File: config.mk
export PLATFORM = sky130hd
export DESIGN_NAME = mode_counter
export DESIGN_NICKNAME = d
export VERILOG_FILES = /design/src/rtl/mode_counter_pkg.sv /design/src/rtl/tick_prescaler.sv /design/src/rtl/mode_counter.sv
export SDC_FILE = /design/constraint.sdc
export NUM_CORES = 1
export LEC_CHECK = 0
export CAP_MARGIN = 15
export CORE_MARGIN = 2
export CORE_UTILIZATION = 50
export CTS_CLUSTER_SIZE = 8
export DETAILED_ROUTE_END_ITERATION = 6
export DONT_BUFFER_PORTS = 1
export GPL_TIMING_DRIVEN = 0
export PLACE_DENSITY = 0.68
export RECOVER_POWER = 25
export SYNTH_ARGS = -nofsm -noshare
export SYNTH_HDL_FRONTEND = slang
export SYNTH_SLANG_ARGS = --single-unit
File: constraint.sdc
create_clock -name clk -period 2.16 [get_ports clk]
set_input_delay 0.432 -clock clk [delete_from_list [all_inputs] [get_ports clk]]
set_output_delay 0.432 -clock clk [all_outputs]
set_load 0.01 [all_outputs]
File: src/rtl/mode_counter_pkg.sv
// ============================================================================
// Module   : mode_counter_pkg
// Brief    : Shared mode and direction encodings for mode_counter.
// Revision : 1.0
// ============================================================================
`default_nettype none

package mode_counter_pkg;

    localparam logic [1:0] MODE_WRAP    = 2'b00;
    localparam logic [1:0] MODE_SAT     = 2'b01;
    localparam logic [1:0] MODE_ONESHOT = 2'b10;

    localparam logic DIR_UP   = 1'b0;
    localparam logic DIR_DOWN = 1'b1;

endpackage

`default_nettype wire

File: src/rtl/tick_prescaler.sv
// ============================================================================
// Module   : tick_prescaler
// Brief    : Clock-enable divider; one tick per prescale+1 enabled cycles.
// Revision : 1.0
// ============================================================================
`default_nettype none

module tick_prescaler #(
    parameter int PRESCALE_W = 4
) (
    input  logic                  clk,
    input  logic                  rst,
    input  logic                  clr_pre,
    input  logic                  en,
    input  logic [PRESCALE_W-1:0] prescale,
    output logic                  tick
);

    logic [PRESCALE_W-1:0] pre_cnt;

    assign tick = en && (pre_cnt == prescale);

    // A lowered prescale can leave pre_cnt above it; it then runs up and wraps
    // through zero before matching again.
    always_ff @(posedge clk or posedge rst) begin
        if (rst) begin
            pre_cnt <= '0;
        end else if (clr_pre) begin
            pre_cnt <= '0;
        end else if (tick) begin
            pre_cnt <= '0;
        end else if (en) begin
            pre_cnt <= pre_cnt + {{(PRESCALE_W-1){1'b0}}, 1'b1};
        end
    end

endmodule

`default_nettype wire

File: src/rtl/mode_counter.sv
// ============================================================================
// Module   : mode_counter
// Brief    : Up/down counter with prescaler and wrap/saturate/one-shot modes.
// Revision : 1.0
// ============================================================================
`default_nettype none

module mode_counter
    import mode_counter_pkg::*;
#(
    parameter int WIDTH      = 8,
    parameter int PRESCALE_W = 4
) (
    input  logic                  clk,
    input  logic                  rst,
    input  logic                  clr,
    input  logic                  en,
    input  logic                  load,
    input  logic [WIDTH-1:0]      load_val,
    input  logic                  dir,
    input  logic [WIDTH-1:0]      limit,
    input  logic [1:0]            mode,
    input  logic [PRESCALE_W-1:0] prescale,
    output logic [WIDTH-1:0]      count,
    output logic                  tc,
    output logic                  ovf,
    output logic                  done
);

    localparam logic [WIDTH-1:0] ONE = {{(WIDTH-1){1'b0}}, 1'b1};

    logic             tick;
    logic             clr_pre;
    logic             at_bound;
    logic [WIDTH-1:0] count_nxt;
    logic             tc_nxt;
    logic             ovf_nxt;
    logic             done_nxt;

    assign clr_pre = clr | load;

    tick_prescaler #(
        .PRESCALE_W (PRESCALE_W)
    ) u_prescaler (
        .clk      (clk),
        .rst      (rst),
        .clr_pre  (clr_pre),
        .en       (en),
        .prescale (prescale),
        .tick     (tick)
    );

    // Up uses >= so a load above limit still terminates on the next tick.
    assign at_bound = (dir == DIR_DOWN) ? (count == '0) : (count >= limit);

    always_comb begin
        count_nxt = count;
        tc_nxt    = 1'b0;
        ovf_nxt   = ovf;
        done_nxt  = done;
        if (clr) begin
            count_nxt = '0;
            ovf_nxt   = 1'b0;
            done_nxt  = 1'b0;
        end else if (load) begin
            count_nxt = load_val;
            done_nxt  = 1'b0;
        end else if (tick && !done) begin
            if (at_bound) begin
                tc_nxt = 1'b1;
                case (mode)
                    MODE_SAT: begin
                        count_nxt = count;
                    end
                    MODE_ONESHOT: begin
                        done_nxt = 1'b1;
                    end
                    default: begin
                        count_nxt = (dir == DIR_DOWN) ? limit : '0;
                        ovf_nxt   = 1'b1;
                    end
                endcase
            end else begin
                count_nxt = (dir == DIR_DOWN) ? (count - ONE) : (count + ONE);
            end
        end
    end

    always_ff @(posedge clk or posedge rst) begin
        if (rst) begin
            count <= '0;
            tc    <= 1'b0;
            ovf   <= 1'b0;
            done  <= 1'b0;
        end else begin
            count <= count_nxt;
            tc    <= tc_nxt;
            ovf   <= ovf_nxt;
            done  <= done_nxt;
        end
    end

endmodule

`default_nettype wire
==> results.toml, run 1 <==
[cells_and_area]
final_area_sq_um = 1672
layout_common_cells = "inv_1, nand2_1, nor2_1, ha_1, a21oi_1"
nets = 220
diodes = 0
synthToLayoutAreaGrowth_pct = 14.29
nFillCells = 251
final_common_cell = "inv_1"
drive_gt1_share_pct = 25.29

[setup_path]
timing.rr.end = "count[2]"
max_stage_delay_ns = 0.50
cp_slowest_cell = "dfrtp_2"
startpoint = "count[3]"
reg2reg_slack_ns = -0.02
rr_startpoint = "count[3]"
criticalPathCategory = "register to register"
critPathBufInv = 2
critPathTopFamily = "compound AO/OA/AOI/OAI gates"
r2r_cells = 9
crit_fanout = 7
crit_path_end = "count[2]"
crit_path_end_kind = "register"
cp_data_required_time_ns = 2.31
worstPathArrival_ns = 2.33
cp-start-kind = "register"
critical_path_depth = 9
path_cells = "ha_4 -> a2111oi_4 -> o21ai_2 -> o211ai_4 -> o22ai_4 -> buf_6 -> buf_4 -> nand2_1 -> o41ai_1"

[grt]
grt_util_met1_pct = 34.40
grt.overflow.total = 0
grtUsageMet2_pct = 40.26
grt.total_usage_pct = 24.93
antenna_found_initial = 0
grt_util_met3_pct = 5.580
grt_pass1_vias = 1330
grt_pass1_wl_um = 6410
busiest_layer = "met2"
grt_max_degree = 16

[clock_network]
cts_sinks = 15
cts_tree = "built"
clk_pin_slew_worst_paths_ns = 0.09
hold_buffers = 0
numCtsBuffers = 3
root_buffer = "clkbuf_4"
cts_max_level = 1
clk_latency_ns = 0.28
clock_path_buffers = 2

[place]
placed_area_sq_um = 1501
gp_congestion = 0.8254
port_buffers = 0
place_hpwl_um = 2930

[timing]
worst_hold_slack_ns = 0.1000
fin_ws_ns = -0.01945
period_share_pct = 100.9
slew_viol_final = 0
fmax_mhz = 458.8
slew_headroom_pct = 59.14
fin_worst_skew_ns = 0.004097
hold_viol = 0
worstMarginPinSlew_ns = 0.6122
finalSetupViolCount = 3
min_period_ns = 2.179
rsz0062_at_grt = "yes"

[power_and_ir_drop]
seq_power_share_pct = 35.9
powerDensity_nw_per_um2 = 641.7
p_comb_share_pct = 49.0
p_int_mw = 0.6323
p_leak_nw = 0.7226
clockPowerShare_pct = 15.1
swShare_pct = 41.05
total_power_mw = 1.073
power_switching_mw = 0.4403
vdd_ir_drop_max_v = 0.0005162

[route]
wl_per_cell_um = 19.30
viasPerCell = 6.605
drt_wl_total_um = 3956
drc = 0
drtIter0Drc = 77
drtPass1Iterations = 5
vias = 1354
ant_nets = 0

[yosys]
synthArstFlopShare_pct = 100.0
syn_inst = 163
synth-seq-cells = 15
yosys_most_used_dff = "dfrtp_1"
synth_edf_count = 0
syn_area_sq_um = 1463
synth_seq_area_share_pct = 25.66
synth_warnings = 0
ys_types = 48
syn_nets = 208
avgSynthCellArea_sq_um = 8.973

[die]
rows = 19
die_w_um = 58.09
coreArea_sq_um = 2758
die_area_sq_um = 3374
die_h_um = 58.09
boundaryPins = 39
start_util_pct = 53.04

[job]
cap_violations = 0

[hold_path]
hp-class = "input port to asynchronous set/reset pin"

[status]
violations = "negative setup slack"
outcome = "finished with violations"
## worst register-to-register path, delay by kind of cell (launching register included)
kind            cells  cell delay (ns)
compound gates      5             0.96
fa+ha+maj           1             0.25
buf+inv             2             0.30
flops               1             0.50
simple gates        1             0.05
## per-stage QoR
| step | setup TNS, ns | utilization, % | instances | setup slack (ns) |
|---|---|---|---|---|
| global placement | -1.015 | 54.45 | 194 | -0.1664 |
| floorplan | 0 | - | 163 | 0.02755 |
| global route | -0.4811 | 60.62 | 205 | -0.08740 |
| detailed placement | -1.791 | 54.45 | 194 | -0.2459 |
| CTS | -0.05341 | 58.71 | 203 | -0.05341 |
| finish | -0.05629 | 60.62 | 205 | -0.01945 |
## cell families (layout without fill, tap and decap cells)
logic type               count (synthesis)  count (layout)  synth area share, %
multiplexers                             1               1               0.7698
AO/OA/AOI/OAI                           56              56                30.45
XOR/XNOR                                10              10                5.988
AND/OR/NAND/NOR                         43              43                15.57
buffers and inverters                   21              32                6.501
adder cells (fa/ha/maj)                 17              17                15.06
flip-flops                              15              15                25.66
## routing by layer
layer,wire (um),share of wire (%)
met1,1620,41
met2,1871,47
met4,44,1.1
met3,419,11
met5,0,0
## area by class of cell
| cell class | instances | area [sq um] | share of cell area [%] |
|---|---|---|---|
| timing repair buffer | 7 | 50.05 | 2.994 |
| clock buffer | 4 | 26.28 | 1.572 |
| tap | 31 | 38.79 | 2.320 |
| buffer | 5 | 35.03 | 2.096 |
| multi-input combinational | 127 | 1079 | 64.52 |
| sequential | 15 | 382.9 | 22.90 |
| inverter | 16 | 60.06 | 3.593 |
## power groups by stage
stage / clock network, mW / registers [mW] / logic [mW]
after detailed placement: 0 / 0.379 / 0.439
after floorplan: 0 / 0.359 / 0.361
final: 0.162 / 0.385 / 0.526
after global routing: 0.180 / 0.390 / 0.578
after CTS: 0.169 / 0.381 / 0.482
after global placement: 0 / 0.378 / 0.418
## sequential cells by signal (all words and copies together) (netlist names)
name	count
u_prescaler.pre_cnt	4
ovf	1
tc	1
done	1
count	8
## what timing repair did
| action | 4_1_cts | 5_1_grt |
|---|---|---|
| buffers inserted | 4 | 2 |
| resized for setup | 14 | 8 |
| pin swaps | 6 | 8 |
| endpoints found under the setup margin | 10 | 9 |
| gates cloned | 1 | 0 |
## cells in the mapped netlist, types with 2 or more instances
| cell type | instances | area share, % |
|---|---|---|
| a211o_1 | 2 | 1.2 |
| a211oi_1 | 4 | 2.1 |
| a21o_1 | 3 | 1.5 |
| a21oi_1 | 10 | 3.4 |
| a221oi_1 | 3 | 1.8 |
| a31oi_1 | 2 | 0.86 |
| a41oi_1 | 2 | 1.2 |
| buf_6 | 2 | 1.5 |
| clkbuf_1 | 2 | 0.51 |
| dfrtp_1 | 15 | 26 |
| ha_1 | 16 | 14 |
| inv_1 | 16 | 4.1 |
| nand2_1 | 11 | 2.8 |
| nand3_1 | 5 | 1.7 |
| nor2_1 | 11 | 2.8 |
| nor3_1 | 4 | 1.4 |
| o211ai_1 | 3 | 1.5 |
| o21ai_0 | 8 | 2.7 |
| o21bai_1 | 2 | 1.0 |
| o41ai_1 | 4 | 2.4 |
| or2_2 | 2 | 0.86 |
| or4_4 | 2 | 1.5 |
| xnor2_1 | 7 | 4.2 |
| xor2_1 | 3 | 1.8 |
## worst min-delay path by stage
stage,to,from,slack [ns]
after floorplan,count[0],rst,0.33
after global placement,u_prescaler.pre_cnt[0],rst,0.42
after detailed placement,count[6],rst,0.43
after CTS,u_prescaler.pre_cnt[3],rst,0.11
after global routing,u_prescaler.pre_cnt[3],rst,0.12
final,u_prescaler.pre_cnt[3],rst,0.10
(Power assumes the default switching activity.)
==> run 2, diff against run 1 <==
--- a/config.mk
+++ b/config.mk
@@ -5,14 +5,14 @@
 export SDC_FILE = /design/constraint.sdc
 export NUM_CORES = 1
 export LEC_CHECK = 0
-export CAP_MARGIN = 15
+export CAP_MARGIN = 20
 export CORE_MARGIN = 2
-export CORE_UTILIZATION = 50
+export CORE_UTILIZATION = 60
 export CTS_CLUSTER_SIZE = 8
 export DETAILED_ROUTE_END_ITERATION = 6
 export DONT_BUFFER_PORTS = 1
 export GPL_TIMING_DRIVEN = 0
-export PLACE_DENSITY = 0.68
+export PLACE_DENSITY = 0.76
 export RECOVER_POWER = 25
 export SYNTH_ARGS = -nofsm -noshare
 export SYNTH_HDL_FRONTEND = slang
==> constraint.sdc (replaced) <==
create_clock -name clk -period 2.3 [get_ports clk]
set_input_delay 0.46 -clock clk [delete_from_list [all_inputs] [get_ports clk]]
set_output_delay 0.46 -clock clk [all_outputs]
set_load 0.01 [all_outputs]
==> run 2 against run 1 <==
Utilization rose by 9.5 points. Largest power group unchanged. The flow now finishes without violations. Cell count is 3.4% lower. Setup slack better by 0.085 ns. Global-route usage up 5.5 points. Routed wire length shrank 3.6%. Critical path depth down 1. Clock skew down 0.0020 ns. Count of clock-buffer cells in the layout stayed put. Power is 10% lower. Critical path type unchanged. Sequential share of layout area up 1.2 points. Cell area is 5.5% lower. Via count is 0.52% higher.
==> results.toml, run 2 (synthesis results as in run 1) <==
[power_and_ir_drop]
seq_power_share_pct = 36.8
p_comb_share_pct = 47.1
p_int_mw = 0.5701
swShare_pct = 40.95
power_switching_mw = 0.3954
p_leak_nw = 0.6977
powerDensity_nw_per_um2 = 610.9
total_power_mw = 0.9655
clockPowerShare_pct = 16.1
vdd_ir_drop_max_v = 0.0005054

[timing]
fin_ws_ns = 0.06561
min_period_ns = 2.234
fin_worst_skew_ns = 0.002135
fin_tns_setup_ns = 0
hold_viol = 0
fmax_mhz = 447.6
finalSetupViolCount = 0
worstMarginPinSlew_ns = 0.5953
worst_hold_slack_ns = 0.1097
period_share_pct = 97.15
slew_viol_final = 0
slew_headroom_pct = 60.27

[cells_and_area]
diodes = 0
reg_top3 = "count x8, u_prescaler.pre_cnt x4"
nFillCells = 201
multi_input_area_sq_um = 1021
drive_gt1_share_pct = 16.47
fin_util_pct = 70.09
final_common_cell = "inv_1"
final_area_sq_um = 1580
seq_area_sq_um = 380.4
layout_common_cells = "inv_1, ha_1, nand2_1, nor2_1, dfrtp_1"
nets = 216
largest_reg_flops = 8
regMostFlops = "count"
finalNonFillerCells = 198
synthToLayoutAreaGrowth_pct = 8.041

[route]
drt_wl_total_um = 3813
vias = 1361
viasPerCell = 6.874
drtIter0Drc = 53
drtPass1Iterations = 4
drc = 0
wl_per_cell_um = 19.26
ant_nets = 0

[clock_network]
clock_path_buffers = 2
clk_pin_slew_worst_paths_ns = 0.09
root_buffer = "clkbuf_4"
numCtsBuffers = 3
cts_sinks = 15
cts_max_level = 1
hold_buffers = 0
clk_latency_ns = 0.29
cts_tree = "built"

[grt]
antenna_found_initial = 0
grt.total_usage_pct = 30.46
grt_pass1_wl_um = 6051
grt_pass1_vias = 1307
grt.overflow.total = 0
grt_max_degree = 16

[die]
die_h_um = 53.38
rows = 17
boundaryPins = 39
die_w_um = 53.38
coreArea_sq_um = 2255
die_area_sq_um = 2849
start_util_pct = 64.87

[job]
cap_violations = 0

[setup_path]
cp-start-kind = "register"
crit_path_end_kind = "register"
cp_data_required_time_ns = 2.48
crit_fanout = 10
cp_slowest_cell = "dfrtp_1"
max_stage_delay_ns = 0.50
worstPathArrival_ns = 2.41
critPathTopFamily = "compound AO/OA/AOI/OAI gates"
critPathBufInv = 1
reg2reg_slack_ns = 0.07
criticalPathCategory = "register to register"
path_cells = "ha_1 -> a2111oi_4 -> o21ai_2 -> o211ai_4 -> o22ai_4 -> buf_6 -> a311oi_2 -> a21oi_2"

[place]
gp_congestion = 0.8310
dpl.cell_count = 191
place_hpwl_um = 2827
port_buffers = 0
placed_area_sq_um = 1498
pre_cts_ws_ns = -0.04927

[status]
outcome = "finished clean"

[hold_path]
hp-class = "input port to asynchronous set/reset pin"
[run 2: changes by cell type in the layout (fill, tap and decap cells not counted), moves of 2 or more]
cell / delta
ha_2: -2
dfrtp_2: -2
ha_4: -2
ha_1: +4
dfrtp_1: +2
buf_4: -3
[run 2: layout make-up]
cell class | instances | area share [%]
Clock buffer | 4 | 1.663
Multi-Input combinational cell | 127 | 64.61
Sequential cell | 15 | 24.07
Inverter | 16 | 3.800
Tap cell | 28 | 2.217
Buffer | 5 | 2.217
Timing Repair Buffer | 3 | 1.425
[run 2: per-layer routing]
metal	up-vias	routed length, um	global-route usage [%]
li1	628	-	-
met1	659	1568	38.61
met2	69	1792	49.38
met3	5	415	9.040
met4	0	37	8.974
met5	-	0	0
[run 2: worst reg2reg max path: stages (launching register included)]
cell	delay [ns]
dfrtp_1	0.50
ha_1	0.27
a2111oi_4	0.35
o21ai_2	0.13
o211ai_4	0.25
o22ai_4	0.16
buf_6	0.18
a311oi_2	0.23
a21oi_2	0.05
[run 2: what timing repair did]
action | in CTS | in global routing
setup endpoints to repair | 5 | 8
resized for setup | 3 | 5
buffers inserted | 3 | 0
pin swaps | 4 | 3
[run 2: path summary, 6_finish.rpt]
check / startpoint / to / cells past startpoint
min in group clk: en / u_prescaler.pre_cnt[1] / 2
max in group asynchronous: rst / count[3] / 1
worst max register to register: count[2] / count[6] / 8
worst min-delay path: rst / count[6] / 1
worst min register to register: done / tc / 1
worst max-delay path: count[2] / count[6] / 8
[run 2: power groups by stage]
stage	sequential [mW]	combinational [mW]	clock [mW]
2_1_floorplan	0.337	0.339	0
3_3_place_gp	0.354	0.390	0
6_report	0.355	0.455	0.156
3_5_place_dp	0.356	0.407	0
4_1_cts	0.351	0.432	0.161
5_1_grt	0.360	0.500	0.173
==> run 3, diff against run 2 <==
--- a/config.mk
+++ b/config.mk
@@ -12,6 +12,7 @@
 export DETAILED_ROUTE_END_ITERATION = 6
 export DONT_BUFFER_PORTS = 1
 export GPL_TIMING_DRIVEN = 0
+export MAX_ROUTING_LAYER = met4
 export PLACE_DENSITY = 0.76
 export RECOVER_POWER = 25
 export SYNTH_ARGS = -nofsm -noshare
==> constraint.sdc (replaced) <==
create_clock -name clk -period 2.8 [get_ports clk]
set_input_delay 0.56 -clock clk [delete_from_list [all_inputs] [get_ports clk]]
set_output_delay 0.56 -clock clk [all_outputs]
set_load 0.01 [all_outputs]
==> run 3 against run 2 <==
Non-clock buffer count fell by 3. Global-route usage down 0.72 points. Critical endpoint is now count[4]. Critical path type unchanged. Setup slack improved by 0.35 ns. Cell area decreased by 3.6%. Sequential share of layout area is 0.56 points higher. Utilization decreased by 2.5 points. Power decreased by 22%. Sequential cell count unchanged.
==> results.toml, run 3 (synthesis results as in run 1) <==
[clock_network]
clk_latency_ns = 0.29
cts_tree = "built"
hold_buffers = 0
clock_path_buffers = 2
clk_pin_slew_worst_paths_ns = 0.09
cts_max_level = 1
cts.repair.resized = 0
cts_sinks = 15
numCtsBuffers = 3
root_buffer = "clkbuf_4"
postCtsSetupRepairBufs = 0

[cells_and_area]
nets = 213
layout_common_cells = "inv_1, ha_1, dfrtp_1"
reg_top3 = "count x8, u_prescaler.pre_cnt x4"
regMostFlops = "count"
drive_gt1_share_pct = 11.38
largest_reg_flops = 8
synthToLayoutAreaGrowth_pct = 4.191
diodes = 0
finalNonFillerCells = 195

[grt]
grt_pass1_wl_um = 5892
grt_max_degree = 16
grt.overflow.total = 0
grt.total_usage_pct = 29.73
grt_pass1_vias = 1301
antenna_found_initial = 0

[route]
viasPerCell = 6.744
vias = 1315
drtIter0Drc = 55
wl_per_cell_um = 18.86
drtPass1Iterations = 4
ant_nets = 0
drc = 0
drt_wl_total_um = 3678

[die]
coreArea_sq_um = 2255
die_area_sq_um = 2849
die_h_um = 53.38
boundaryPins = 39
rows = 17
start_util_pct = 64.87
die_w_um = 53.38

[setup_path]
cp-start-kind = "register"
crit_fanout = 10
cp_data_required_time_ns = 2.98
crit_path_end_kind = "register"
path_cells = "ha_1 -> a2111oi_2 -> o21ai_1 -> o211ai_4 -> buf_6 -> a221oi_1 -> o41ai_1"
max_stage_delay_ns = 0.48
worstPathArrival_ns = 2.56
criticalPathCategory = "register to register"
cp_slowest_cell = "dfrtp_1"

[timing]
fin_worst_skew_ns = 0.002080
period_share_pct = 85.10
slew_headroom_pct = 59.31
fmax_mhz = 419.7
worstMarginPinSlew_ns = 0.6097
fin_ws_ns = 0.4171
slew_viol_final = 0
finalSetupViolCount = 0
hold_viol = 0
rsz0062_at_grt = "no"
fin_tns_setup_ns = 0
worst_hold_slack_ns = 0.2172
min_period_ns = 2.383

[power_and_ir_drop]
total_power_mw = 0.7526
vdd_ir_drop_max_v = 0.0003586
p_leak_nw = 0.6858
powerDensity_nw_per_um2 = 493.9

[job]
cap_violations = 0

[place]
dpl.cell_count = 191
place_hpwl_um = 2788
pre_cts_ws_ns = 0.3379
gp_congestion = 0.8472
port_buffers = 0

[status]
outcome = "finished clean"

[hold_path]
hp-class = "input port to asynchronous set/reset pin"
-- run 3: power by group --
| part | internal [mW] | switching (mW) |
|---|---|---|
| Sequential | 0.236 | 0.0515 |
| Combinational | 0.151 | 0.185 |
| Clock | 0.0554 | 0.0731 |
| Total | 0.443 | 0.310 |
-- run 3: cell type report --
class / count / area [sq um]
tap: 28 / 35.03
buffer: 5 / 35.03
clock buffer: 4 / 26.28
multi-input combinational: 127 / 992.2
sequential: 15 / 375.4
fill: 210 / 730.7
inverter: 16 / 60.06
-- run 3: per-stage QoR --
step / util, % / instance area (sq um)
finish: 67.59 / 1524
global route: 67.59 / 1524
CTS: 67.59 / 1524
detailed placement: 66.43 / 1498
global placement: 66.43 / 1498
floorplan: - / 1463
-- run 3: metal layers --
metal | routed length, um | global-route usage (%) | up-vias
met2 | 1680 | 46.09 | 69
met3 | 358 | 8.475 | 6
li1 | - | - | 620
met5 | 0 | - | -
met4 | 26 | 7.265 | 0
met1 | 1612 | 38.15 | 620
-- run 3: final timing paths --
check                              start                endpoint  slack [ns]  cells past startpoint
worst min register to register      done                      tc        0.57                      1
max in group asynchronous            rst                    done        2.19                      1
worst max-delay path            count[3]                count[4]        0.42                      7
worst min-delay path                 rst                count[6]        0.22                      1
min in group clk                      en  u_prescaler.pre_cnt[1]        0.42                      2
worst max register to register  count[3]                count[4]        0.42                      7
-- run 3: worst max-delay path: cells and delay by family (launching register included) --
family / cells / cell delay (ns)
AOI/OAI and AO/OA: 5 / 1.25
DFF: 1 / 0.48
adders and majority gates: 1 / 0.33
buffers and inverters: 1 / 0.20
